## src/rtl/alu_pkg.sv

```systemverilog
// rtl/alu_pkg.sv - shared ALU opcodes, sequencer FSM encoding and default width
package alu_pkg;

    localparam int REG_SIZE = 8;

    localparam logic [3:0] OP_INC_B  = 4'b0000;
    localparam logic [3:0] OP_OR     = 4'b0001;
    localparam logic [3:0] OP_SUB    = 4'b0010;
    localparam logic [3:0] OP_XOR    = 4'b0011;
    localparam logic [3:0] OP_ONE    = 4'b0100;
    localparam logic [3:0] OP_AND    = 4'b0101;
    localparam logic [3:0] OP_ADD    = 4'b0110;
    localparam logic [3:0] OP_NOT_A  = 4'b0111;
    localparam logic [3:0] OP_PASS_B = 4'b1000;
    localparam logic [3:0] OP_PASS_A = 4'b1001;
    localparam logic [3:0] OP_ZERO   = 4'b1010;

    typedef enum logic [1:0] {
        ST_IDLE = 2'd0,
        ST_EXEC = 2'd1,
        ST_RESP = 2'd2
    } state_t;

endpackage

```

## src/rtl/alu_sequencer.sv

```systemverilog
// rtl/alu_sequencer.sv - multi-cycle issuing controller feeding ALU result back as B
module alu_sequencer #(
    parameter int REG_SIZE = alu_pkg::REG_SIZE,
    parameter int CNT_W    = 4
) (
    input  logic                clk,
    input  logic                reset,
    input  logic                req_valid,
    output logic                req_ready,
    input  logic [3:0]          req_op,
    input  logic [REG_SIZE-1:0] req_a,
    input  logic [REG_SIZE-1:0] req_b,
    input  logic [CNT_W-1:0]    req_count,
    output logic [3:0]          alu_sig,
    output logic [REG_SIZE-1:0] alu_a,
    output logic [REG_SIZE-1:0] alu_b,
    input  logic [REG_SIZE-1:0] alu_ac,
    input  logic                alu_z,
    output logic                rsp_valid,
    input  logic                rsp_ready,
    output logic [REG_SIZE-1:0] rsp_data,
    output logic                rsp_z
);
    import alu_pkg::*;

    localparam logic [CNT_W-1:0] CNT_ONE = CNT_W'(1);

    state_t                r_state;
    state_t                w_next;
    logic [3:0]            r_op;
    logic [REG_SIZE-1:0]   r_a;
    logic [REG_SIZE-1:0]   r_acc;
    logic                  r_zf;
    logic [CNT_W-1:0]      r_iter;
    logic [CNT_W-1:0]      r_cnt;
    logic                  w_accept;
    logic                  w_last;

    assign w_accept = (r_state == ST_IDLE) && req_valid;
    // r_cnt is never zero once loaded, so the subtraction cannot wrap
    assign w_last   = (r_iter == (r_cnt - CNT_ONE));

    always_ff @(posedge clk) begin
        if (reset) begin
            r_state <= ST_IDLE;
        end else begin
            r_state <= w_next;
        end
    end

    always_ff @(posedge clk) begin
        if (reset) begin
            r_op   <= '0;
            r_a    <= '0;
            r_acc  <= '0;
            r_zf   <= 1'b0;
            r_iter <= '0;
            r_cnt  <= '0;
        end else if (w_accept) begin
            r_op   <= req_op;
            r_a    <= req_a;
            r_cnt  <= (req_count == '0) ? CNT_ONE : req_count;
            r_acc  <= req_b;
            r_iter <= '0;
        end else if (r_state == ST_EXEC) begin
            r_acc  <= alu_ac;
            r_zf   <= alu_z;
            r_iter <= r_iter + CNT_ONE;
        end
    end

    always_comb begin
        w_next    = r_state;
        req_ready = 1'b0;
        rsp_valid = 1'b0;
        alu_sig   = OP_PASS_B;
        alu_a     = '0;
        case (r_state)
            ST_IDLE: begin
                req_ready = 1'b1;
                if (req_valid) w_next = ST_EXEC;
            end
            ST_EXEC: begin
                alu_sig = r_op;
                alu_a   = r_a;
                if (w_last) w_next = ST_RESP;
            end
            ST_RESP: begin
                rsp_valid = 1'b1;
                if (rsp_ready) w_next = ST_IDLE;
            end
            default: w_next = ST_IDLE;
        endcase
    end

    assign alu_b    = r_acc;
    assign rsp_data = r_acc;
    assign rsp_z    = r_zf;

endmodule

```

## config.mk

```make
export PLATFORM = sky130hd
export DESIGN_NAME = alu_sequencer
export DESIGN_NICKNAME = d
export VERILOG_FILES = /design/src/rtl/alu_pkg.sv /design/src/rtl/alu_sequencer.sv
export SDC_FILE = /design/constraint.sdc
export NUM_CORES = 1
export LEC_CHECK = 0
export ABC_AREA = 1
export CAP_MARGIN = 20
export CORE_MARGIN = 10
export CORE_UTILIZATION = 41
export DETAILED_ROUTE_END_ITERATION = 6
export PLACE_DENSITY = 0.78
export SYNTH_ARGS = -nofsm -noshare
export SYNTH_HDL_FRONTEND = slang
export SYNTH_SLANG_ARGS = --single-unit
export TNS_END_PERCENT = 10
```

## constraint.sdc

```tcl
create_clock -name clk -period 1.5 [get_ports clk]
set_input_delay 0.15 -clock clk [delete_from_list [all_inputs] [get_ports clk]]
set_output_delay 0.15 -clock clk [all_outputs]
set_load 0.05 [all_outputs]
```

# --- Yosys cells after proc, flatten, opt, wreduce, memory -nomap -nowiden ---
# Cells that the tools add are included.
classes:
  eq_ne: 6
  reduce_logical: 7
  bitwise: 1
  addsub: 2
  mux: 11
ops:
  columns: ["operator", "n"]
  rows:
  - ["two-way mux 8 bit", 3]
  - ["two-way mux 4 bit", 2]
  - ["two-way mux 2 bit", 3]
  - ["inequality test 2 bit, second input constant", 3]
  - ["one-hot mux 2 bit (3 select lines)", 1]
  - ["adder 4 x 1 -> 4 bit, second input constant", 1]
  - ["equality test 4 bit", 1]
  - ["logical NOT 4 bit", 1]
  - ["subtractor 4 x 1 -> 4 bit, second input constant", 1]
  - ["AND reduction 3 bit", 1]
  - ["equality test 2 x 1 -> 1 bit, second input constant", 1]
  - ["equality test 2 bit, second input constant", 1]
  - ["logical NOT 2 bit", 1]
  - ["two-way mux 1 bit", 2]
  - ["AND reduction 2 bit", 1]
  - ["nonzero test 2 bit", 1]
  - ["OR reduction 2 bit", 1]
  - ["logical AND 1 bit", 1]
  - ["inverter 1 bit", 1]
totals:
  regBits: 31
  in_bits: 37
  wordCells: 34
  output_inout_bits: 31

# --- Logic depth before layout (Yosys ltp) ---
logic_depth:
  depth_word: 4
  mapped_depth: 10
  depth_no_buf: 10

# --- Worst setup path after synthesis ---
# OpenSTA, ideal clock, no wires.
synth_path:
  kind: "reg-to-output"
  start: "register r_state[0]"
  end: "output port alu_a[0]"
  n_path_buf: 1
  t_required_ps: 1350
  slack_ps: -31
  arrival_time_ps: 1381
  path_stages_with_launch: 4
  path_cell_list: "dfxtp_1 -> nand2_4 -> buf_2 -> nor2_1"
synth_via:
  elab_chain_cells: 2
synth_rtl:
  columns: ["item", "line_no", "text"]
  rows:
  - ["start, declared", "alu_sequencer.sv:28", "state_t r_state;"]
  - ["start signal, assigned", "alu_sequencer.sv:47", "r_state <= w_next;"]
  - ["equality test 2 x 1 -> 1 bit", "alu_sequencer.sv:78", "case (r_state)"]
  - ["two-way mux 8 bit", "alu_sequencer.sv:78", null]
  - ["end, declared", "alu_sequencer.sv:15", "output logic [REG_SIZE-1:0] alu_a,"]
# Every way passes these cells.

# --- Worst setup path after layout ---
layout_path:
  start: "register r_state[1]"
  end: "output port alu_sig[1]"
layout_via:
  elab_chain_cells: 2
layout_rtl:
  columns: ["item", "line_no", "text"]
  rows:
  - ["equality test 2 x 1 -> 1 bit", "alu_sequencer.sv:78", null]
  - ["two-way mux 4 bit", "alu_sequencer.sv:78", null]
  - ["end, declared", "alu_sequencer.sv:14", "output logic [3:0] alu_sig,"]
# Every way passes these cells.

==> results.txt <==
Worst clock skew = 0.00443 ns
Wirelength, routed = 4170 microns
Die area = 0.00643 sq mm
Power Density = 995 mW/mm^2
Yosys top cell area share = 41.8%
Syn Inst Count = 211
Critical path arrival = 1.31 ns
Vias per cell = 4.61
All-Layer GR Usage = 13.5%
Final std cells w/o fill = 322
Port bufs = 67
Top area cells in the synthesized netlist = dfxtp_1 (42%), nand2_1 (13%), nor2_1 (6.6%)
Fmax = 686 MHz
Starting Density = 43.5%
Die extent in y = 80.2 microns
Syn_area_per_cell = 7.04 sq um
Total grt overflow = 0
Cell Int Power = 1.48 mW
Max_slew headroom = 72.2%
CTS Buf Count = 5
Most frequent cell after synthesis = nand2_1
H-tree Lvls = 2
Post-synth EDFFs = 0
Mapped Area = 0.00149 sq mm
Post-synth top flop = dfxtp_1
Largest net degree at the start of global routing = 19
Final nets = 315
Leak = 0.980 nW
Number of DRC markers in iteration 0 = 52
Hold_buf cts = 0
Clk pin slew, worst setup/hold paths = 0.09 ns
Clock power frac = 21.1%
Synth unique cells = 20
Post-synth top cells = nand2_1 (51), dfxtp_1 (31), nor2_1 (26)
HP Class = input pin to flip-flop
Clk sinks = 31
Final hold vios = 0
Layout cell share with drive strength beyond 1 = 24.3%
Worst slew pin tran = 0.417 ns
DRT antenna net count = 0
CTS max path bufs = 2
Maximum VDD drop = 0.563 mV
Seq pwr share = 40.3%
Clock latency on the worst-skew pair = 0.33 ns
Placed insts = 311
Status = completed
DRT Pass-1 Iters = 5
CTS tree = done
Synth area leader = dfxtp_1
Max-cap check violation count = 0
ANT cells = 0
Final Critical Period = 1.46 ns
I/O pins = 68
Critical Path Start Type = flip-flop
First-pass GRT wire length = 6880 microns
Critical path class = flip-flop to output port
Antenna violations before repair = 0
Critical path peak fanout = 11
Row cnt = 21
Final period util = 97.2%
Post-DP HPWL = 3260 microns
Switch share = 37.0%
Logic pwr share = 38.6%
Worst setup margin = 0.0425 ns
Die Wd = 80.2 microns
Synth-to-Final Area Change = 59.1%
Syn nets = 250
Yosys warns = 0
Vias in the first global route = 1500
Switching pwr = 871 uW
Req. time, crit path = 1.35 ns
DR DRC count = 0
Max Transition Viols Final = 0
Ys async rst share = 0%
DR vias = 1485
Crit end category = output port
CORE AREA = 0.00342 sq mm
Final setup viols = 0
Final Wtd Congestion = 0.771
Register area share after synthesis = 41.8%
DR WL/cell = 12.9 microns
Setup repair after global routing missed its margin = true
Clock root cell = clkbuf_4
Pre-CTS setup slack = 0.0665 ns
Post-synthesis register bit count = 31
## worst paths after layout
check	start	cells after the start	slack [ns]	endpoint
worst max-delay path	r_state[1]$_SDFFE_PP0P_	5	0.04	alu_sig[1]
worst min register to register	r_a[5]$_SDFFE_PP0P_	2	0.48	r_a[5]$_SDFFE_PP0P_
worst max register to register	r_cnt[0]$_SDFFE_PP0P_	10	0.21	r_state[0]$_SDFFE_PP0P_
worst min-delay path	alu_ac[4]	3	0.38	alu_b[4]$_SDFFE_PP0P_
## registers in the layout, summed over array words and instances, names as in the netlist
| name | cells |
|---|---|
| alu_b | 8 |
| r_a | 8 |
| r_cnt | 4 |
| r_iter | 4 |
| r_op | 4 |
| r_state | 2 |
| rsp_z | 1 |
## through the flow
stage / area [sq um] / power, mW / hold WS, ns / util [%] / setup TNS, ns
6_report: 2360 / 2.35 / 0.380 / 69.2 / 0
5_1_grt: 2360 / 2.49 / 0.369 / 69.2 / -0.105
4_1_cts: 2340 / 2.37 / 0.364 / 68.5 / 0
3_5_place_dp: 2210 / 1.82 / 0.446 / 64.7 / 0
3_3_place_gp: 2210 / 1.81 / 0.441 / 64.7 / 0
2_1_floorplan: 1490 / 1.53 / 0.313 / - / -0.308
## layout by cell type (no fill, tap or decap), types with 2 or more instances in the layout
cell,count
nor2_1,15
nand2_4,2
clkdlybuf4s50_1,36
o21ai_0,18
buf_12,14
dfxtp_2,2
nor3_1,3
nor2_2,9
buf_4,23
nand2_1,51
a31oi_1,8
clkbuf_4,5
inv_1,23
dfxtp_1,29
a21oi_1,19
nor2_4,4
nand3_1,5
## what timing repair did
action                     in CTS  in global routing
resized for setup              14                  4
gates cloned                    0                  0
setup endpoints to repair      12                 13
setup buffers                   4                  0
hold endpoints to repair        0                  0
pin swaps                       1                  0
## kinds of logic after synthesis
logic type      Yosys count  synth area share (%)
compound gates           46                  16.3
fa+ha+maj                 2                  1.68
buf+inv                  42                  14.6
flops                    31                  41.8
simple gates             90                  25.6
## power groups by stage
stage / clock network, mW / registers, mW / logic [mW]
floorplan: 0 / 1.05 / 0.477
global placement: 0 / 0.963 / 0.844
detailed placement: 0 / 0.965 / 0.857
CTS: 0.517 / 0.947 / 0.904
global route: 0.557 / 0.959 / 0.975
finish: 0.496 / 0.948 / 0.908
## per-layer routing
metal | vias up | share of wire (%) | global-route usage [%]
li1 | 787 | - | -
met1 | 649 | 37 | 13.6
met2 | 42 | 51 | 22.6
met3 | 7 | 9.8 | 7.80
met4 | 0 | 1.7 | 4.75
met5 | - | 0 | 0
## worst max-delay path, cell delays in order, from the launching register on
cell	delay, ns
dfxtp_2	0.35
inv_2	0.08
nand2_4	0.08
buf_12	0.16
nor2_2	0.14
buf_12	0.16
## area by class of cell
cell class	instances	area, sq um
clock buffer	6	51.3
clock inverter	1	5.00
fill	289	1050
inverter	26	105
multi-input combinational	138	698
sequential	31	623
tap	46	57.6
timing repair buffer	74	825
Power figures use the tool's default switching activity.
==> edit 1: new RTL, same settings <==
`CNT_W`: 4 -> 3.
--- a/src/rtl/alu_sequencer.sv
+++ b/src/rtl/alu_sequencer.sv
@@ -3,3 +3,3 @@
     parameter int REG_SIZE = alu_pkg::REG_SIZE,
-    parameter int CNT_W    = 4
+    parameter int CNT_W    = 3
 ) (
Ports: changed (resized req_count); port bits go from 68 to 67. The function was not compared with the original's and may differ.
==> edit 1 against the unedited design <==
  * Sequential power is 8.9% lower
  * Register-to-register slack worse by 0.04 ns
  * Final area is 7.4% lower
  * Sequential share of layout area is 0.51 points higher
  * Area after synthesis is 9.6% lower
  * Non-clock buffer count is 3 lower
  * Setup slack better by 0.037 ns
  * Utilization is 1.3 points higher
  * Sequential cell count is 2 lower
  * Wire length is 2.4% lower
  * Count of clock-buffer cells in the layout is 1 higher
  * Maximum frequency is 2.6% higher
  * Power is 14% lower
  * Largest cell class unchanged
  * Highest routed layer unchanged
==> edit 1: results (changes against the unedited design) <==
status complete, no violations; first-pass GRT wire length 6770 µm (-1.6%); HPWL after detailed placement 3000 µm (-8.0%); Syn Nets 228 (-8.8%); area delta synth->final 62.9%; Num CTS Buffers 5 (unchanged); Detailed Route WL 4070 µm (-2.4%); maximum fanout along the worst path 7 (-4); crit path DAT 1.27 ns (-0.04 ns); 1st-iter DRT viols 92 (+77%); vias per cell 4.79 (+4.0%); r2r setup slk 0.17 ns (-0.04 ns); gr usage total 13.9% (+0.44 points); GP Congestion 0.748 (-2.9%); Worst IR Drop VDD 0.000534 V (-5.2%); DRT Pass-1 Iters 4 (-1); LEAKAGE 0.922 nW (-5.9%); Slew headroom 72.0% (-0.13 points); Final #Nets 291 (-7.6%); Filler cells 275 (-4.8%); synth top area cells dfxtp_1 43%, nand2_1 12%, a21oi_1 6.7%; DP Area 2070 µm² (-6.4%); most frequent cells after synthesis 43 x nand2_1, 29 x dfxtp_1, 24 x inv_1; # port buffers 66 (-1.5%); vias in the first global route 1,380 (-8.0%); layout cell share with drive strength beyond 1 22.9% (-1.4 points); largest net degree at the start of global routing 31 (+12); Seq/Total Area, Yosys 43.2% (+1.5 points)
edit 1: changes by cell type in the layout (fill, tap and decap cells not counted), moves of 3 or more:
cell     before  now
nand2_1      51   43
nor2_2        9    6
o21ai_0      18   10
o21ai_1       0    9
edit 1: area by class of cell:
| class | instances | share of cell area (%) |
|---|---|---|
| clock buffers | 7 | 2.51 |
| inverters | 26 | 4.69 |
| multi-input cells | 120 | 26.7 |
| flip-flops and latches | 29 | 26.9 |
| well taps | 44 | 2.51 |
| repair buffers | 71 | 36.7 |
edit 1: worst max-delay path, cell delays in order, from the launching register on:
cell     delay [ns]
dfxtp_4        0.36
inv_4          0.07
nand2_2        0.16
nor2_2         0.19
buf_12         0.16
edit 1: path summary, 6_finish.rpt:
path,from,to,depth (start not counted)
worst max-delay path,r_state[1]$_SDFFE_PP0P_,alu_sig[0],4
worst min-delay path,alu_ac[3],alu_b[3]$_SDFFE_PP0P_,3
worst max register to register,r_cnt[0]$_SDFFE_PP0P_,r_state[1]$_SDFFE_PP0P_,9
worst min register to register,r_a[1]$_SDFFE_PP0P_,r_a[1]$_SDFFE_PP0P_,2
edit 1: what timing repair did:
item                                    in CTS  in global routing
gates cloned                                 1                  0
gates resized for setup                      4                 11
endpoints found under the setup margin      12                  8
buffers inserted                             2                  1
pin swaps                                    1                  0
edit 1: cells by family after synthesis:
logic type	synth area share [%]
compound gates	17.5
simple gates	22.1
buf+inv	15.4
flops	43.2
fa+ha+maj	1.86
edit 1: metal layers:
metal  share of wire (%)  GRT usage, %  vias up
li1                    -             -      724
met1                  45          16.4      635
met2                  45          21.3       59
met3                 9.5          7.46        6
met4                0.93          3.83        0
met5                   0             0        -
edit 1: metrics by stage:
| stage | total power, mW | cells | worst slack (ns) | TNS, ns | hold WS (ns) |
|---|---|---|---|---|---|
| after floorplan | 1.30 | 190 | -0.0159 | -0.159 | 0.219 |
| after global placement | 1.53 | 286 | 0.161 | 0 | 0.440 |
| after detailed placement | 1.55 | 286 | 0.115 | 0 | 0.444 |
| after CTS | 2.03 | 296 | 0.00589 | 0 | 0.386 |
| after global routing | 2.14 | 297 | -0.00358 | -0.00837 | 0.397 |
| final | 2.03 | 297 | 0.0797 | 0 | 0.393 |
edit 1: power breakdown:
group	internal, mW	switching (mW)
combinational	0.276	0.406
sequential	0.829	0.0350
clock	0.221	0.263
==> edit 2: new RTL, config.mk and constraints unchanged <==
Without the edit above. Make the reset (`reset`) asynchronous in 2 clocked blocks.
--- a/src/rtl/alu_sequencer.sv
+++ b/src/rtl/alu_sequencer.sv
@@ -42,3 +42,3 @@
 
-    always_ff @(posedge clk) begin
+    always_ff @(posedge clk or posedge reset) begin
         if (reset) begin
@@ -50,3 +50,3 @@
 
-    always_ff @(posedge clk) begin
+    always_ff @(posedge clk or posedge reset) begin
         if (reset) begin
Behaviour: differs if reset is asserted again (counterexample within 4 cycles, from zero or initial values and one cycle with reset high); with reset held inactive, the same outputs for 10 cycles.
==> edit 2 against the unedited design <==
  * Setup slack better by 0.063 ns
  * Largest cell class unchanged
  * Area after synthesis up 9.8%
  * Final area up 8.5%
  * Sequential cell count unchanged
  * Wire length up 4.0%
  * Critical endpoint is now alu_sig[3]
Power is not compared: it rests on default switching activity, and its combinational part moved more than twofold at a synthesized area within 25%.
==> edit 2: results (changes against the unedited design) <==
Adder-Cell Fraction of Synth Area 1.53% (-0.15 points); vias per cell 4.62 (about the same); most frequent cells after synthesis 64 x nand2_1, 31 x dfrtp_1, 29 x inv_1; r2r endpoint alu_b[2]$_DFFE_PP0P_; CTS clk-pin slew, worst paths 0.06 ns (-0.03 ns); Synth Area in XOR/XNOR 0.536% (+0.54 points); largest net degree at the start of global routing 32 (+13); Top delay family on crit path flip-flops; Post-CTS Setup Inserts 0 (-4); vias in the first global route 1,597 (+6.5%); CP max stage cell dfrtp_1; synth top area cells dfrtp_1 48%, nand2_1 15%, inv_1 6.7%; Clock Skew 0.00404 ns (-0.000389 ns); R2R Path Start r_state[1]$_DFFE_PP0P_; post-synthesis compound-gate area fraction 8.58% (-7.7 points); Root Buffer clkbuf_8; Detailed Route WL 4330 µm (+4.0%); Syn Nets 241 (-3.6%); 1st-iter DRT viols 79 (+52%); maximum fanout along the worst path 17 (+6); status complete, no violations; crit path DAT 1.24 ns (-0.07 ns); DRT Pass-1 Iters 4 (-1); clock latency on the worst-skew pair 0.28 ns (-0.05 ns); worst stage delay on the critical path 0.38 ns (+0.03 ns); first-pass GRT wire length 7280 µm (+5.8%)
==> edit 2: layout make-up <==
class	count	area [µm²]
clock buffer	8	100
fill	303	1180
inverter	30	113
multi-input combinational	127	678
timing repair buffer	73	838
tap	48	60.1
sequential	31	777
==> edit 2: cell families after synthesis <==
| logic type | count (synthesis) |
|---|---|
| adders and majority gates | 2 |
| xor gates and xnor gates | 1 |
| DFF | 31 |
| AOI/OAI and AO/OA | 24 |
| buffers and inverters | 44 |
| and+or+nand+nor | 100 |
==> edit 2: report_power, final <==
group          internal, mW  leakage (nW)  switching (mW)
Sequential             1.25         0.379           0.267
Clock                 0.418        0.0515           0.304
Combinational          1.66         0.819            2.81
Total                  3.33          1.25            3.38
==> edit 2: worst min-delay path: cells and delay by family <==
kind     cells  cell delay [ns]
buf+inv      3             0.79
==> edit 2: through the flow <==
step / std cells / hold WS, ns
4_1_cts: 316 / 0.249
2_1_floorplan: 202 / 0.254
5_1_grt: 317 / 0.282
6_report: 317 / 0.239
3_5_place_dp: 308 / 0.475
3_3_place_gp: 308 / 0.467
==> edit 2: metal layers <==
layer	track usage, %	up-vias	wire length (µm)
met5	0	-	0
met4	4.15	0	38
met3	7.32	5	415
met2	21.4	41	2170
met1	13.0	680	1710
li1	-	737	-
==> edit 2: how the worst max path moves through the flow <==
stage / startpoint / to
finish: r_state[1]$_DFFE_PP0P_ / alu_sig[3]
global route: r_cnt[0]$_DFFE_PP0P_ / r_state[0]$_DFFE_PP0P_
CTS: r_state[1]$_DFFE_PP0P_ / alu_sig[3]
detailed placement: r_state[1]$_DFFE_PP0P_ / alu_b[2]$_DFFE_PP0P_
global placement: r_state[1]$_DFFE_PP0P_ / alu_b[1]$_DFFE_PP0P_
floorplan: r_state[1]$_DFFE_PP0P_ / r_state[1]$_DFFE_PP0P_
